`config.mk`:
```
export PLATFORM = sky130hd
export DESIGN_NAME = lfsr9_gen
export DESIGN_NICKNAME = d
export VERILOG_FILES = /design/src/rtl/lfsr9_gen.sv
export SDC_FILE = /design/constraint.sdc
export NUM_CORES = 1
export LEC_CHECK = 0
export CAP_MARGIN = 20
export CORE_AREA = 2 2 39 41
export DETAILED_ROUTE_END_ITERATION = 10
export DIE_AREA = 0 0 41 43
export HOLD_SLACK_MARGIN = 0.06
export MAX_ROUTING_LAYER = met4
export PLACE_DENSITY = 0.47
export SLEW_MARGIN = 20
export SYNTH_ARGS = -nofsm -noshare
export SYNTH_HDL_FRONTEND = slang
export SYNTH_SLANG_ARGS = --single-unit
```
`constraint.sdc`:
```
create_clock -name clock -period 1 [get_ports clock]
set_clock_uncertainty 0.2 [all_clocks]
set_input_delay 0.2 -clock clock [delete_from_list [all_inputs] [get_ports clock]]
set_output_delay 0.2 -clock clock [all_outputs]
set_load 0.02 [all_outputs]
```
`src/rtl/lfsr9_gen.sv`:
```
// 9-bit maximal-length Fibonacci LFSR (x^9 + x^5 + 1), one new value per clock.
// Optional build macro LFSR9_LOCKUP_RECOVERY_EN: escape the all-zero lock-up state to 9'h001.
module lfsr9_gen #(
  parameter logic [8:0] SEED = 9'h001
) (
  input  logic       clock,
  input  logic       reset,
  output logic [8:0] random
);

  logic [8:0] state_q;
  logic [8:0] state_d;
  logic       feedback_s;

  // Zero is the XOR lock-up state, so a zero seed would freeze the generator.
  if (SEED == 9'h000) begin : g_seed_check
    $error("lfsr9_gen: SEED must be nonzero");
  end

  // Next-state: shift left with the tap XOR entering bit 0.
  always_comb begin
    feedback_s = state_q[8] ^ state_q[4];
    state_d    = {state_q[7:0], feedback_s};
`ifdef LFSR9_LOCKUP_RECOVERY_EN
    if (state_q == 9'h000) begin
      state_d = 9'h001;
    end else begin
      state_d = {state_q[7:0], feedback_s};
    end
`endif
  end

  // State register; reset wins over shifting.
  always_ff @(posedge clock) begin
    if (reset) begin
      state_q <= SEED;
    end else begin
      state_q <= state_d;
    end
  end

  assign random = state_q;

endmodule

```
# Word level (Yosys, flattened, before mapping)
# Index checks and enable logic that the tools add are counted.
word_totals:
  reg_bits: 9
  in_bits: 2
  out_inout_bits: 9
  word_cells: 2
op_classes:
  bitwise: 1
ops:
  columns: ["operator", "count"]
  rows:
  - ["1-bit bitwise XOR", 1]

# Longest topological paths before layout
logic_depth:
  word_depth: 1
  mapped_depth: 2
  depth_no_buf: 2

# Worst setup path before layout
# Ideal clock, no wire load.
synth_timing:
  path_type: "flip-flop to flip-flop"
  from: "register state_q[4], in the netlist random[4]"
  to: "register state_q[0], in the netlist random[0]"
  setup_slack_ns: 0.043
  setup_ns: 0.117
  required_time_ns: 0.683
  path_buffers: 0
  synth_period_minus_slack_ns: 0.957
  stages_incl_launch_ff: 3
  arrival_time_ns: 0.640
  path_cell_list: "dfxtp_1 xnor2_1 nand2b_1"
synth_between:
  elab_chain_cells: 1
synth_lines:
  columns: ["element", "line", "source"]
  rows:
  - ["start: declaration", "11", "logic [8:0] state_q;"]
  - ["start signal: assignment", "38", "state_q <= state_d;"]
  - ["1-bit bitwise XOR", "22", "feedback_s = state_q[8] ^ state_q[4];"]
# Every way passes these cells.
# A chain may end at the register's enable or synchronous reset.

# Worst setup path in the final report
layout_timing:
  from: "register state_q[6], in the netlist random[6]"
  to: "output random[6]"
layout_rtl:
  columns: ["element", "line", "source"]
  rows:
  - ["end: declaration", "8", "output logic [8:0] random"]
# No word-level cell between the ends.

==> flow_metrics.py <==
metrics = {
    "sta": {
        "slew_violations": 0,
        "rsz0062_at_grt": "true",
        "finalSetupTns_ps": -898,
        "post-route-min-period_ps": 1110,
        "hold_viol": 0,
        "finalCritPeriodShare_pct": 111,
        "max_clock_freq_ghz": 0.905,
        "fin_ws_ps": -105,
        "maxSlewHeadroom_pct": 80.1,
        "tightest_slew_ps": 298,
        "setup_viol": 9,
    },
    "clock_tree": {
        "cts_buffers": 3,
        "clk_latency_ps": 260,
        "cts_sinks": 9,
        "cts_max_path_buffers": 2,
        "cts.clk_slew.worst_paths_ps": 60,
        "cts_htree_levels": 1,
        "cts_tree": "built",
        "cts-root-buf": "clkbuf_4",
    },
    "synth": {
        "synth_top_area_share_pct": 73.5,
        "synth_common_cells": "dfxtp_1 (9), nor2b_1 (8), nand2b_1 (1), xnor2_1 (1)",
        "synth_area_leaders": "dfxtp_1 (73%), nor2b_1 (20%), xnor2_1 (3.6%)",
        "synth_edf_count": 0,
        "syn_area_sq_um": 245,
        "synthAdderAreaFrac_pct": 0,
        "yosysTopAreaCell": "dfxtp_1",
        "synth_top_family_by_area": "simple AND/OR/NAND/NOR gates",
        "synth-compound-area-share_pct": 0,
        "synth_flop_cell": "dfxtp_1",
        "syn_inst": 19,
        "ys_seq_area_share_pct": 73.5,
        "yosys_warnings": 0,
        "synth_mux_area_share_pct": 0,
        "postSynthAreaPerCell_sq_um": 12.9,
        "synthSimpleGateAreaFrac_pct": 23.0,
        "ys_ff_latch": 9,
        "synthArstFlopShare_pct": 0,
        "synth_nets": 21,
        "yosysUniqueCellTypes": 4,
        "synth_xor_area_share_pct": 3.57,
        "synth_most_common_cell": "dfxtp_1",
    },
    "critical_path": {
        "rr_worst_depth": 3,
        "worst_setup_path_start_kind": "flop",
        "ff2ff_setup_slack_ps": 20,
        "end_kind": "primary output",
        "arrival_ps": 710,
        "r2r-start": "random[8]",
        "crit_family": "flip-flops",
        "crit_fanout": 2,
        "rr_endpoint": "random[0]",
        "crit_path_top_delay_cell": "dfxtp_2",
        "crit_path_cell_trace": "buf_6",
        "worst-setup-path-type": "flop to primary output",
        "path_buf_inv": 1,
        "required_ps": 600,
        "max_stage_delay_ps": 340,
    },
    "drt": {
        "vias_per_cell": 3.65,
        "drt_iter0_markers": 3,
        "wirelength_um": 508,
        "vias": 190,
        "drc_errors": 0,
        "drtAntennaViolNets": 0,
        "wire_per_inst_um": 9.77,
        "drtPass1Iterations": 2,
    },
    "worst_hold_path": {
        "min_to": "random[5]",
        "hold-path-cell-count": 2,
        "min-delay-start": "reset",
        "hold_path_class": "input port to flop",
    },
    "placed_design": {
        "place_congestion": 0.517,
        "port_buffers": 10,
        "placed_cells": 46,
        "place_area_sq_um": 373,
    },
    "floorplanning": {
        "dieArea_sq_um": 1760,
        "core-area_sq_um": 1380,
        "start_util_pct": 17.7,
        "fp.dieH_um": 43,
        "die_x_um": 41,
        "row_count": 14,
        "io_pins": 11,
    },
    "global_routing": {
        "antenna_found_initial": 0,
        "grt_pass1_vias": 187,
        "grt_pass1_wl_um": 821,
        "gr-total-overflow": 0,
        "grt.total_usage_pct": 8.06,
        "grt_start_max_net_pins": 10,
    },
    "cells_and_area": {
        "layout-drive-gt1-share_pct": 69.4,
        "syn_to_final_growth_pct": 80.6,
        "insertedDiodeCount": 0,
        "largest_register_ffs": 9,
        "postLayoutCellArea_sq_um": 443,
        "layout.nets": 39,
        "fin_cells": 52,
    },
    "run_status": {
        "status": "complete, but fails checks",
        "violations": "setup timing",
    },
    "job": {
        "cap_violations": 0,
    },
    "pwr": {
        "power_w": 0.000696,
        "power_density_nw_per_um2": 1570,
        "p_leak_nw": 0.192,
        "ir_drop_mv": 0.762,
    },
}
==> power by group <==
group | total, W | switching (W) | internal, W
clock network | 0.000272 | 0.000118 | 0.000153
logic | 0.0000481 | 0.0000227 | 0.0000254
registers | 0.000376 | 0.00000627 | 0.000370
total | 0.000696 | 0.000147 | 0.000548
==> metrics by stage <==
| stage | setup WS, ps | hold WS, ps | util [%] |
|---|---|---|---|
| global route | -139 | 255 | 32.0 |
| floorplan | 43.5 | 71.6 | - |
| global placement | -341 | 252 | 26.9 |
| finish | -105 | 231 | 32.0 |
| detailed placement | -351 | 261 | 26.9 |
| CTS | -114 | 222 | 32.0 |
==> cells by family after synthesis <==
family	Yosys count
flops	9
xor+xnor	1
simple gates	9
==> worst register-to-register path: cells and delay by family (launching register included) <==
family        cells  cell delay, ps
xor+xnor          1             140
flops             1             320
simple gates      1              70
buf+inv           1             130
==> area by class of cell <==
class                   instances  area, sq um
fillers                       141          941
flip-flops and latches          9          191
repair buffers                 13          133
multi-input cells              10         72.6
clock buffers                   4         26.3
well taps                      16         20.0
==> worst max path at each step <==
stage,depth (start not counted),to,slack (ps),start
floorplan,2,random[0],40,random[4]
global placement,1,random[4],-340,random[4]
detailed placement,1,random[4],-350,random[4]
CTS,1,random[0],-110,random[0]
global route,1,random[6],-140,random[6]
finish,1,random[6],-110,random[6]
==> layout by cell type (no fill, tap or decap) <==
cell | Yosys | layout
nor2b_1 | 8 | 8
clkbuf_1 | 0 | 1
buf_4 | 0 | 3
xnor2_2 | 0 | 1
dlygate4sd2_1 | 0 | 1
dfxtp_2 | 0 | 9
nand2b_1 | 1 | 1
buf_6 | 0 | 9
clkbuf_4 | 0 | 3
==> routing by layer <==
| metal | track usage, % | routed length [um] |
|---|---|---|
| met1 | 9.77 | 229 |
| met2 | 8.44 | 209 |
| met3 | 9.42 | 69 |
| met4 | 2.00 | 0 |
| met5 | - | 0 |
==> repair_timing <==
action / in CTS / in global routing
buffers inserted: 2 / 0
gates resized for setup: 65 / 0
hold buffers: 0 / 0
gates cloned: 0 / 0
endpoints found under the setup margin: 10 / 10
pin swaps: 0 / 1
Note: power is estimated with default switching activity, not from simulation.
